**src/rtl/instr_seq_pkg.sv**
```systemverilog
// Shared configuration for the instruction sequencer: default widths,
// the sequencer state type and the packed instruction layout.
package instr_seq_pkg;

   localparam int DEF_INSTR_SIZE = 32;
   localparam int DEF_IBUFF_SIZE = 16;
   localparam int DEF_OPC_W      = 4;
   localparam int DEF_CNT_W      = 8;
   localparam int DEF_OPND_W     = DEF_INSTR_SIZE - 6 - DEF_CNT_W;

   typedef enum logic [1:0] {
      IDLE  = 2'd0,
      ISSUE = 2'd1,
      BUSY  = 2'd2,
      HALT  = 2'd3
   } seq_state_t;

   // Instruction word at the default widths, LSB first: start, last, opcode,
   // repeat count, operand. 'repeat' is a keyword, hence 'rpt'.
   typedef struct packed {
      logic [DEF_OPND_W-1:0] operand;
      logic [DEF_CNT_W-1:0]  rpt;
      logic [DEF_OPC_W-1:0]  opc;
      logic                  last;
      logic                  start;
   } instr_t;

   // Build an instruction word at the default widths.
   function automatic logic [DEF_INSTR_SIZE-1:0] pack_instr(
      input logic                  start,
      input logic                  last,
      input logic [DEF_OPC_W-1:0]  opc,
      input logic [DEF_CNT_W-1:0]  rpt,
      input logic [DEF_OPND_W-1:0] operand
   );
      instr_t w;
      w.start   = start;
      w.last    = last;
      w.opc     = opc;
      w.rpt     = rpt;
      w.operand = operand;
      return w;
   endfunction

endpackage

```
**src/rtl/instr_seq_if.sv**
```systemverilog
// Host-write and tile-controller command signals of the sequencer.
//
// Handshake: a command transfers on every rising edge where cmd_valid and
// cmd_ready are both high. Once cmd_valid rises it stays high, with cmd_opc,
// cmd_operand and cmd_last unchanged, until that transfer; cmd_ready may be
// driven independently of cmd_valid. op_done is a one-cycle completion pulse
// for the last transferred command; wr_en pushes instr with no back-pressure
// other than full.
interface instr_seq_if
   import instr_seq_pkg::*;
#(
   parameter int INSTR_SIZE = DEF_INSTR_SIZE,
   parameter int OPC_W      = DEF_OPC_W,
   parameter int CNT_W      = DEF_CNT_W
) ();

   localparam int OPND_W = INSTR_SIZE - 6 - CNT_W;

   logic                  wr_en;
   logic [INSTR_SIZE-1:0] instr;
   logic                  full;
   logic                  empty;
   logic                  overflow;
   logic                  enable;
   logic                  restart;
   logic                  cmd_valid;
   logic                  cmd_ready;
   logic [OPC_W-1:0]      cmd_opc;
   logic [OPND_W-1:0]     cmd_operand;
   logic                  cmd_last;
   logic                  op_done;
   logic                  seq_done;

   // Sequencer side.
   modport slave (
      input  wr_en, instr, enable, restart, cmd_ready, op_done,
      output full, empty, overflow, cmd_valid, cmd_opc, cmd_operand,
             cmd_last, seq_done
   );

   // Host and tile-controller side.
   modport master (
      output wr_en, instr, enable, restart, cmd_ready, op_done,
      input  full, empty, overflow, cmd_valid, cmd_opc, cmd_operand,
             cmd_last, seq_done
   );

endinterface

```
**src/rtl/instr_fifo.sv**
```systemverilog
// Show-ahead synchronous FIFO: o_dout is the head entry whenever o_empty is
// low. A push while full is dropped unless a pop happens in the same cycle,
// and a dropped push sets the sticky overflow flag.
module instr_fifo #(
   parameter int DEPTH  = 16,
   parameter int DWIDTH = 32
) (
   input  logic              clk,
   input  logic              rst,
   input  logic              i_wr_en,
   input  logic [DWIDTH-1:0] i_din,
   input  logic              i_rd_en,
   output logic [DWIDTH-1:0] o_dout,
   output logic              o_full,
   output logic              o_empty,
   output logic              o_overflow
);

   localparam int          AW      = $clog2(DEPTH);
   localparam logic [AW-1:0] PTR_ONE = AW'(1);
   localparam logic [AW:0]   CNT_ONE = (AW+1)'(1);
   localparam logic [AW:0]   CNT_MAX = (AW+1)'(DEPTH);

   logic [DWIDTH-1:0] r_mem [DEPTH];
   logic [AW-1:0]     r_wr_ptr;
   logic [AW-1:0]     r_rd_ptr;
   logic [AW:0]       r_count;
   logic              r_overflow;

   logic w_full;
   logic w_empty;
   logic w_pop;
   logic w_push;

   assign w_full  = (r_count == CNT_MAX);
   assign w_empty = (r_count == '0);
   assign w_pop   = i_rd_en && !w_empty;
   // A full FIFO still accepts a push when the head leaves in the same cycle.
   assign w_push  = i_wr_en && (!w_full || w_pop);

   assign o_dout     = r_mem[r_rd_ptr];
   assign o_full     = w_full;
   assign o_empty    = w_empty;
   assign o_overflow = r_overflow;

   // Storage array; contents need no reset because occupancy guards reads.
   always_ff @(posedge clk) begin
      if (w_push) begin
         r_mem[r_wr_ptr] <= i_din;
      end
   end

   // Pointers wrap naturally at the power-of-two depth; count tracks occupancy.
   always_ff @(posedge clk or negedge rst) begin
      if (!rst) begin
         r_wr_ptr <= '0;
         r_rd_ptr <= '0;
         r_count  <= '0;
      end else begin
         if (w_push) begin
            r_wr_ptr <= r_wr_ptr + PTR_ONE;
         end
         if (w_pop) begin
            r_rd_ptr <= r_rd_ptr + PTR_ONE;
         end
         if (w_push && !w_pop) begin
            r_count <= r_count + CNT_ONE;
         end else if (w_pop && !w_push) begin
            r_count <= r_count - CNT_ONE;
         end
      end
   end

   // Sticky flag for a push that was dropped; only reset clears it.
   always_ff @(posedge clk or negedge rst) begin
      if (!rst) begin
         r_overflow <= 1'b0;
      end else if (i_wr_en && !w_push) begin
         r_overflow <= 1'b1;
      end
   end

endmodule

```
**src/rtl/instr_seq.sv**
```systemverilog
// Instruction sequencer: fetches host instructions from a show-ahead FIFO,
// decodes them, issues each one repeat+1 times to the tile controller and
// halts after the instruction flagged 'last'.
module instr_seq
   import instr_seq_pkg::*;
#(
   parameter int INSTR_SIZE = DEF_INSTR_SIZE,
   parameter int IBUFF_SIZE = DEF_IBUFF_SIZE,
   parameter int OPC_W      = DEF_OPC_W,
   parameter int CNT_W      = DEF_CNT_W
) (
   input  logic       clk,
   input  logic       rst,
   instr_seq_if.slave bus,
   output seq_state_t o_dbg_state
);

   localparam int              OPND_W  = INSTR_SIZE - 6 - CNT_W;
   localparam logic [CNT_W-1:0] REP_ONE = CNT_W'(1);

   logic [INSTR_SIZE-1:0] w_head;
   logic                  w_empty;
   logic                  w_fetch;

   logic                  w_head_start;
   logic                  w_head_last;
   logic [OPC_W-1:0]      w_head_opc;
   logic [CNT_W-1:0]      w_head_rpt;
   logic [OPND_W-1:0]     w_head_opnd;

   seq_state_t            r_state;
   logic                  r_cmd_valid;
   logic                  r_seq_done;
   logic [OPC_W-1:0]      r_opc;
   logic [OPND_W-1:0]     r_operand;
   logic                  r_last;
   logic [CNT_W-1:0]      r_rep_cnt;

   instr_fifo #(
      .DEPTH  (IBUFF_SIZE),
      .DWIDTH (INSTR_SIZE)
   ) u_fifo (
      .clk        (clk),
      .rst        (rst),
      .i_wr_en    (bus.wr_en),
      .i_din      (bus.instr),
      .i_rd_en    (w_fetch),
      .o_dout     (w_head),
      .o_full     (bus.full),
      .o_empty    (w_empty),
      .o_overflow (bus.overflow)
   );

   // Field decode of the FIFO head.
   assign w_head_start = w_head[0];
   assign w_head_last  = w_head[1];
   assign w_head_opc   = w_head[2 +: OPC_W];
   assign w_head_rpt   = w_head[6 +: CNT_W];
   assign w_head_opnd  = w_head[INSTR_SIZE-1 : 6+CNT_W];

   // Fetch from IDLE, or straight out of BUSY when the finished command was
   // neither repeating nor last, so consecutive commands have no idle gap.
   assign w_fetch = bus.enable && !w_empty &&
                    ((r_state == IDLE) ||
                     ((r_state == BUSY) && bus.op_done &&
                      (r_rep_cnt == '0) && !r_last));

   assign bus.empty       = w_empty;
   assign bus.cmd_valid   = r_cmd_valid;
   assign bus.cmd_opc     = r_opc;
   assign bus.cmd_operand = r_operand;
   assign bus.cmd_last    = r_last;
   assign bus.seq_done    = r_seq_done;
   assign o_dbg_state     = r_state;

   // Sequencer FSM with registered command outputs and repeat counter. The
   // fetch block after the case overrides the BUSY->IDLE default whenever a
   // back-to-back fetch is taken.
   always_ff @(posedge clk or negedge rst) begin
      if (!rst) begin
         r_state     <= IDLE;
         r_cmd_valid <= 1'b0;
         r_seq_done  <= 1'b0;
         r_opc       <= '0;
         r_operand   <= '0;
         r_last      <= 1'b0;
         r_rep_cnt   <= '0;
      end else begin
         case (r_state)
            IDLE: begin
            end
            ISSUE: begin
               if (bus.cmd_ready) begin
                  r_state     <= BUSY;
                  r_cmd_valid <= 1'b0;
               end
            end
            BUSY: begin
               if (bus.op_done) begin
                  if (r_rep_cnt != '0) begin
                     r_rep_cnt   <= r_rep_cnt - REP_ONE;
                     r_state     <= ISSUE;
                     r_cmd_valid <= 1'b1;
                  end else if (r_last) begin
                     r_state    <= HALT;
                     r_seq_done <= 1'b1;
                  end else begin
                     r_state <= IDLE;
                  end
               end
            end
            HALT: begin
               if (bus.restart) begin
                  r_state    <= IDLE;
                  r_seq_done <= 1'b0;
               end
            end
            default: begin
               r_state <= IDLE;
            end
         endcase

         if (w_fetch) begin
            r_opc     <= w_head_opc;
            r_operand <= w_head_opnd;
            r_last    <= w_head_last;
            r_rep_cnt <= w_head_rpt;
            if (w_head_start) begin
               r_state     <= ISSUE;
               r_cmd_valid <= 1'b1;
            end else if (w_head_last) begin
               r_state    <= HALT;
               r_seq_done <= 1'b1;
            end else begin
               // start=0, last=0 is a NOP: consumed but never issued.
               r_state <= IDLE;
            end
         end
      end
   end

endmodule
```
**src/flat_wrapper.sv**
```systemverilog
// flat-port wrapper written by rule: the top's interface ports become plain ports
module instr_seq_flat import instr_seq_pkg::*;
#(
   parameter int INSTR_SIZE = DEF_INSTR_SIZE,
   parameter int IBUFF_SIZE = DEF_IBUFF_SIZE,
   parameter int OPC_W      = DEF_OPC_W,
   parameter int CNT_W      = DEF_CNT_W
)
  (clk, rst, o_dbg_state, bus_wr_en, bus_instr, bus_enable, bus_restart, bus_cmd_ready, bus_op_done, bus_full, bus_empty, bus_overflow, bus_cmd_valid, bus_cmd_opc, bus_cmd_operand, bus_cmd_last, bus_seq_done);
  instr_seq_if #(.INSTR_SIZE(INSTR_SIZE), .OPC_W(OPC_W), .CNT_W(CNT_W)) bus_i ();
  input  logic clk;
  input  logic rst;
  output seq_state_t o_dbg_state;
  input wire logic [$bits(bus_i.wr_en)-1:0] bus_wr_en;
  input wire logic [$bits(bus_i.instr)-1:0] bus_instr;
  input wire logic [$bits(bus_i.enable)-1:0] bus_enable;
  input wire logic [$bits(bus_i.restart)-1:0] bus_restart;
  input wire logic [$bits(bus_i.cmd_ready)-1:0] bus_cmd_ready;
  input wire logic [$bits(bus_i.op_done)-1:0] bus_op_done;
  output wire logic [$bits(bus_i.full)-1:0] bus_full;
  output wire logic [$bits(bus_i.empty)-1:0] bus_empty;
  output wire logic [$bits(bus_i.overflow)-1:0] bus_overflow;
  output wire logic [$bits(bus_i.cmd_valid)-1:0] bus_cmd_valid;
  output wire logic [$bits(bus_i.cmd_opc)-1:0] bus_cmd_opc;
  output wire logic [$bits(bus_i.cmd_operand)-1:0] bus_cmd_operand;
  output wire logic [$bits(bus_i.cmd_last)-1:0] bus_cmd_last;
  output wire logic [$bits(bus_i.seq_done)-1:0] bus_seq_done;
  assign bus_i.wr_en = bus_wr_en;
  assign bus_i.instr = bus_instr;
  assign bus_i.enable = bus_enable;
  assign bus_i.restart = bus_restart;
  assign bus_i.cmd_ready = bus_cmd_ready;
  assign bus_i.op_done = bus_op_done;
  assign bus_full = bus_i.full;
  assign bus_empty = bus_i.empty;
  assign bus_overflow = bus_i.overflow;
  assign bus_cmd_valid = bus_i.cmd_valid;
  assign bus_cmd_opc = bus_i.cmd_opc;
  assign bus_cmd_operand = bus_i.cmd_operand;
  assign bus_cmd_last = bus_i.cmd_last;
  assign bus_seq_done = bus_i.seq_done;
  instr_seq #(.INSTR_SIZE(INSTR_SIZE), .IBUFF_SIZE(IBUFF_SIZE), .OPC_W(OPC_W), .CNT_W(CNT_W)) u_core (.clk(clk), .rst(rst), .bus(bus_i), .o_dbg_state(o_dbg_state));
endmodule
```
**config.mk**
```make
export PLATFORM = sky130hd
export DESIGN_NAME = instr_seq_flat
export DESIGN_NICKNAME = d
export VERILOG_FILES = /design/src/rtl/instr_seq_pkg.sv /design/src/rtl/instr_seq_if.sv /design/src/rtl/instr_fifo.sv /design/src/rtl/instr_seq.sv /design/src/flat_wrapper.sv
export SDC_FILE = /design/constraint.sdc
export NUM_CORES = 1
export LEC_CHECK = 0
export CORE_UTILIZATION = 65
export DETAILED_ROUTE_END_ITERATION = 8
export GPL_ROUTABILITY_DRIVEN = 0
export PLACE_DENSITY_LB_ADDON = 0.2
export RECOVER_POWER = 50
export REMOVE_ABC_BUFFERS = 1
export SLEW_MARGIN = 20
export SYNTH_ARGS = -nofsm -noshare
export SYNTH_HDL_FRONTEND = slang
export SYNTH_SLANG_ARGS = --single-unit
```
**constraint.sdc**
```tcl
create_clock -name clk -period 9.4 [get_ports clk]
set_input_delay 1.88 -clock clk [delete_from_list [all_inputs] [get_ports clk]]
set_output_delay 1.88 -clock clk [all_outputs]
set_load 0.05 [all_outputs]
```
==> impl_metrics.yaml, run 1 <==
run_status:
  status: "complete, but fails checks"
  violations: "capacitance limit, slew limit"
yosys:
  yosysSeqAreaShare_pct: 76.6
  synth_area_leader_cell: "edfxtp_1"
  synthTopCellsByArea: "edfxtp_1 71%, mux4_2 16%, dfrtp_1 5.7%, mux2_2 1.4%, ha_1 0.87%"
  ys_warn_count: 0
  post-synth-top-area-fraction_pct: 70.9
  netlist_area_um2: 21700
  synth_cell_types: 46
  avgSynthCellArea_um2: 22.8
  synth-edff-count: 512
  ys_dominant_reg_cell: "edfxtp_1"
  netlist_instances: 950
  ys_async_sr_fraction_pct: 8.73
  synth-seq-cells: 561
place:
  placed_area_um2: 23000
  pre_cts_ws_ns: 4.11
  portBuffers: 68
  dp_hpwl_mm: 22.4
worst_setup_path:
  r2r-start: "u_core.r_rep_cnt[0]"
  cp-startpoint: "bus_op_done"
  crit_arrival_ns: 6.89
  crit_fanout: 48
  rr_endpoint: "u_core.u_fifo.r_count[4]"
  reg2reg_slack_ns: 3.71
  reg2reg_depth: 15
  endpoint_kind: "flop"
  crit_type: "in -> reg"
  startpoint_type: "input pin"
  crit_path_end: "u_core.u_fifo.r_count[4]"
  cp.required_ns: 9.85
detailed_routing:
  drt-initial-drc-count: 1209
  avgRoutedWirePerCell_um: 28.8
  first_pass_iters: 5
  drc: 0
  ant_nets: 0
  drt-total-wl_mm: 44.3
  viasPerCell: 6.65
  num_vias: 10201
timing:
  max_freq_mhz: 155
  final.min_clock_period_ns: 6.45
  setup-tns-final_ns: 0
  period_share_pct: 68.6
  hold_violations: 0
  relSlewSlack_pct: -126
  fin_skew_ns: 0.0122
  rsz0062_at_grt: "false"
  setup_ws_ns: 2.95
  finalSetupViolCount: 0
  tightestPinTransition_ns: 3.40
  drv_slew: 99
die:
  chipHeight_um: 185
  die_x_um: 185
  io_pins: 69
  row_count: 66
  design.die.area_um2: 34100
  start_util_pct: 66.3
  core_um2: 32700
pwr:
  finalPower_mw: 7.66
  p_per_area_nw_per_um2: 309
  static-leakage-power_nw: 8.01
  irDropWorstVdd_v: 0.000440
cells_and_area:
  fillers: 1719
  fin_util_pct: 75.8
  antennaDiodeCount: 0
  num-nets-final: 1106
  final_area_um2: 24800
  layout-drive-gt1-share_pct: 27.4
  area_growth_syn_to_layout_pct: 14.3
clock_network:
  cts_root_buf: "clkbuf_16"
  clock_path_buffers: 3
  hold_buffers: 0
  cts_resized: 0
  clkTransAtPathRegs_ns: 0.06
  cts_setup_buffers: 0
  cts_max_level: 2
  cts_made_buffers: 53
  clock_sinks: 561
  clkLatencyLatePin_ns: 0.56
  cts_tree: "done"
global_routing:
  first_global_vias: 10447
  antenna_found_initial: 1
  grt_pass1_wl_mm: 65.8
  gr-total-overflow: 0
  track_usage_pct: 27.3
  grt_start_max_net_pins: 104
min_path:
  hp-class: "reg -> reg"
job:
  cap_viol_max_count: 2
[stage by stage]
step | cells | hold WS [ns]
floorplan | 903 | 0.455
CTS | 1532 | 0.476
global route | 1535 | 0.505
global placement | 1434 | 0.461
detailed placement | 1435 | 0.463
finish | 1535 | 0.481
[worst max-delay path, cell delays in order]
cell and delay, ns:
dlygate4sd3_1 0.57, nand3_1 0.08, or4_1 0.50, a21oi_4 0.17, clkbuf_1 2.15, inv_2 0.05
ha_1 0.34, inv_1 0.14, ha_1 0.29, a21o_1 0.20, a21oi_1 0.17, xnor2_1 0.13
nor2_1 0.06, xor2_1 0.14
[placed cells by master (no fill, tap or decap), drive strengths merged, types with 12 or more instances in the layout]
master,netlist,final
clkinv,0,12
o21ai,15,15
edfxtp,512,512
mux2,27,27
nor2,20,20
dlygate4sd3,0,38
dfrtp,49,49
buf,21,24
clkdlybuf4s50,0,29
inv,12,13
nand2,22,22
mux4,154,154
clkbuf,26,82
ha,15,15
[sequential cells by signal, indices dropped and copies added, names as in the netlist]
name / count
u_core.u_fifo.r_mem: 512
u_core.bus.cmd_opc: 4
u_core.bus.seq_done: 1
u_core.u_fifo.r_count: 5
u_core.r_rep_cnt: 8
u_core.u_fifo.o_overflow: 1
u_core.bus.cmd_last: 1
u_core.bus.cmd_valid: 1
u_core.u_fifo.r_rd_ptr: 4
u_core.u_fifo.r_wr_ptr: 4
u_core.bus.cmd_operand: 18
u_core.o_dbg_state: 2
[layer usage]
layer / track usage (%) / wire length, um
met1: 38.6 / 17200
met4: 9.82 / 1430
met2: 44.6 / 22600
met3: 3.87 / 3120
met5: 0 / 0
[power by group]
| part | switching, mW | internal, mW | total, mW |
|---|---|---|---|
| logic | 1.18 | 1.08 | 2.26 |
| clock network | 0.864 | 1.23 | 2.10 |
| registers | 0.242 | 3.07 | 3.31 |
[synth_stat cells, types with 4 or more instances]
master and instances:
buf_2 12, edfxtp_1 512, inv_1 11, o21ai_0 15, mux2i_1 9, nor3_1 4
nand3_1 5, clkbuf_1 26, dfrtp_1 49, buf_1 5, mux4_2 154, nand2_1 22
nor2_1 20, xnor2_1 10, xor2_1 8, mux2_2 27, a21oi_1 4, ha_1 15
[kinds of logic (layout without fill, tap and decap cells)]
| logic type | count (synthesis) | count (layout) | synth area share [%] |
|---|---|---|---|
| simple gates | 70 | 70 | 1.58 |
| fa+ha+maj | 16 | 16 | 0.958 |
| buf+inv | 59 | 202 | 1.18 |
| xor+xnor | 18 | 18 | 0.727 |
| flops | 561 | 561 | 76.6 |
| mux | 190 | 190 | 17.8 |
| compound gates | 36 | 36 | 1.20 |
[worst min-delay path by stage]
stage,start,endpoint,slack [ns],depth (start not counted)
floorplan,u_core.u_fifo.r_count[4],u_core.u_fifo.r_count[4],0.46,1
global placement,u_core.u_fifo.o_overflow,u_core.u_fifo.o_overflow,0.46,1
detailed placement,u_core.u_fifo.o_overflow,u_core.u_fifo.o_overflow,0.46,1
CTS,u_core.u_fifo.o_overflow,u_core.u_fifo.o_overflow,0.48,1
global route,u_core.u_fifo.o_overflow,u_core.u_fifo.o_overflow,0.51,1
finish,u_core.u_fifo.o_overflow,u_core.u_fifo.o_overflow,0.48,1
[cell type report]
type / instances / area (um2) / area share [%]
multi-input combinational: 330 / 4920 / 19.9
clock buffer: 80 / 1540 / 6.21
tap: 442 / 553 / 2.23
sequential: 561 / 16600 / 67.0
clock inverter: 17 / 179 / 0.722
timing repair buffer: 93 / 941 / 3.80
inverter: 12 / 45.0 / 0.182
No activity file was read; power rests on OpenSTA's default activity.
==> inputs of run 2 (changes only) <==
--- a/config.mk
+++ b/config.mk
@@ -5,7 +5,7 @@
 export SDC_FILE = /design/constraint.sdc
 export NUM_CORES = 1
 export LEC_CHECK = 0
-export CORE_UTILIZATION = 65
+export CORE_UTILIZATION = 61
 export DETAILED_ROUTE_END_ITERATION = 8
 export GPL_ROUTABILITY_DRIVEN = 0
 export PLACE_DENSITY_LB_ADDON = 0.2
==> constraint.sdc (replaced) <==
create_clock -name clk -period 6 [get_ports clk]
set_input_delay 1.2 -clock clk [delete_from_list [all_inputs] [get_ports clk]]
set_output_delay 1.2 -clock clk [all_outputs]
set_load 0.05 [all_outputs]
==> impl_metrics.yaml, run 2 (same netlist as run 1, synthesis figures left out) <==
clock_network:
  cts_max_level: 2
  cts_tree: "done"
  clock_path_buffers: 3
  cts_made_buffers: 54
  cts_root_buf: "clkbuf_16"
  cts_resized: 0
  clkLatencyLatePin_ns: 0.60
  hold_buffers: 0
  clock_sinks: 561
  clkTransAtPathRegs_ns: 0.06
  cts_setup_buffers: 0
die:
  core_um2: 34800
  start_util_pct: 62.3
  die_x_um: 191
  design.die.area_um2: 36300
  io_pins: 69
  chipHeight_um: 191
  row_count: 68
worst_setup_path:
  endpoint_kind: "flop"
  crit_type: "reg -> reg"
  crit_arrival_ns: 4.81
  cp.required_ns: 6.20
  startpoint_type: "flop"
  crit_fanout: 32
place:
  pre_cts_ws_ns: 1.55
  dp_hpwl_mm: 27.2
  portBuffers: 68
  placed_area_um2: 23000
  dpl.cell_count: 1443
cells_and_area:
  top_register: "u_core.u_fifo.r_mem"
  layout-drive-gt1-share_pct: 27.0
  register_area_um2: 16600
  final_common_cell: "edfxtp_1"
  area_growth_syn_to_layout_pct: 14.0
  final_area_um2: 24700
  num-nets-final: 1101
  layout_common_cells: "512 x edfxtp_1, 154 x mux4_2, 57 x clkbuf_16"
  antennaDiodeCount: 0
  fin_util_pct: 71.0
  multiInputGateArea_um2: 4920
  fillers: 2018
  final_cells: 1540
  largest_reg_flops: 512
timing:
  final.min_clock_period_ns: 4.60
  finalSetupViolCount: 0
  tightestPinTransition_ns: 3.23
  fin_skew_ns: 0.0222
  drv_slew: 50
  rsz0062_at_grt: "false"
  setup_ws_ns: 1.40
  hold_violations: 0
  hold_ws_ns: 0.464
  period_share_pct: 76.7
  relSlewSlack_pct: -115
  max_freq_mhz: 217
detailed_routing:
  avgRoutedWirePerCell_um: 30.2
  drt-total-wl_mm: 46.5
  num_vias: 10234
  drc: 0
  first_pass_iters: 5
  viasPerCell: 6.65
  drt-initial-drc-count: 1079
  ant_nets: 0
pwr:
  static-leakage-power_nw: 7.96
  irDropWorstVdd_v: 0.000336
  p_per_area_nw_per_um2: 491
global_routing:
  grt_pass1_wl_mm: 67.9
  track_usage_pct: 26.9
  antenna_found_initial: 4
  grt_start_max_net_pins: 55
  gr-total-overflow: 0
  first_global_vias: 10237
job:
  cap_viol_max_count: 1
run_status:
  status: "complete, but fails checks"
  violations: "capacitance limit, slew limit"
min_path:
  hp-class: "reg -> reg"
==> run 2: cell count changes in the layout (fill, tap and decap cells not counted), sizes merged <==
cell / delta
clkdlybuf4s50: -2
clkinv: +2
inv: -1
buf: -5
clkbuf: -4
dlygate4sd3: +2
==> run 2: worst paths after layout <==
check / start / to / slack, ns / cells after the start
min reg2reg: u_core.u_fifo.o_overflow / u_core.u_fifo.o_overflow / 0.46 / 1
max in group asynchronous: rst / u_core.u_fifo.r_rd_ptr[1] / 1.94 / 2
max: u_core.r_rep_cnt[0] / u_core.u_fifo.r_mem[7][26] / 1.40 / 7
max reg2reg: u_core.r_rep_cnt[0] / u_core.u_fifo.r_mem[7][26] / 1.40 / 7
min: u_core.u_fifo.o_overflow / u_core.u_fifo.o_overflow / 0.46 / 1
min in group asynchronous: rst / u_core.bus.cmd_operand[10] / 1.77 / 2
==> run 2: worst max-delay path, stage by stage (launching register included) <==
cell	delay, ns
dfrtp_1	0.40
inv_1	0.09
ha_1	0.17
or3b_2	0.48
or4_1	0.59
a31oi_1	0.97
nand2_1	0.53
nor2_4	0.97
==> run 2: metrics by stage <==
step	TNS, ns	power, mW
after CTS	0	12.2
after global routing	0	12.6
after global placement	0	8.86
after detailed placement	0	8.94
final	0	12.1
after floorplan	-15.77	7.94
==> run 2: cell type report <==
class                   instances  share of cell area [%]
well taps                     455                    2.30
clock inverters                18                   0.765
clock buffers                  77                    6.12
repair buffers                 87                    3.51
multi-input cells             330                    19.9
flip-flops and latches        561                    67.2
inverters                      12                   0.182
==> run 2: power breakdown <==
part | internal (mW) | switching, mW
clock | 1.91 | 1.38
sequential | 4.81 | 0.383
combinational | 1.67 | 1.98
total | 8.39 | 3.74
==> run 2: per-layer routing <==
metal | vias to the layer above | wire length (um) | track usage, % | share of wire [%]
met1 | 5392 | 18300 | 41.3 | 39
met5 | - | 10 | 0 | 0.022
li1 | 4157 | - | - | -
met3 | 72 | 5280 | 5.85 | 11
met2 | 611 | 21900 | 39.6 | 47
met4 | 2 | 924 | 7.82 | 2.0
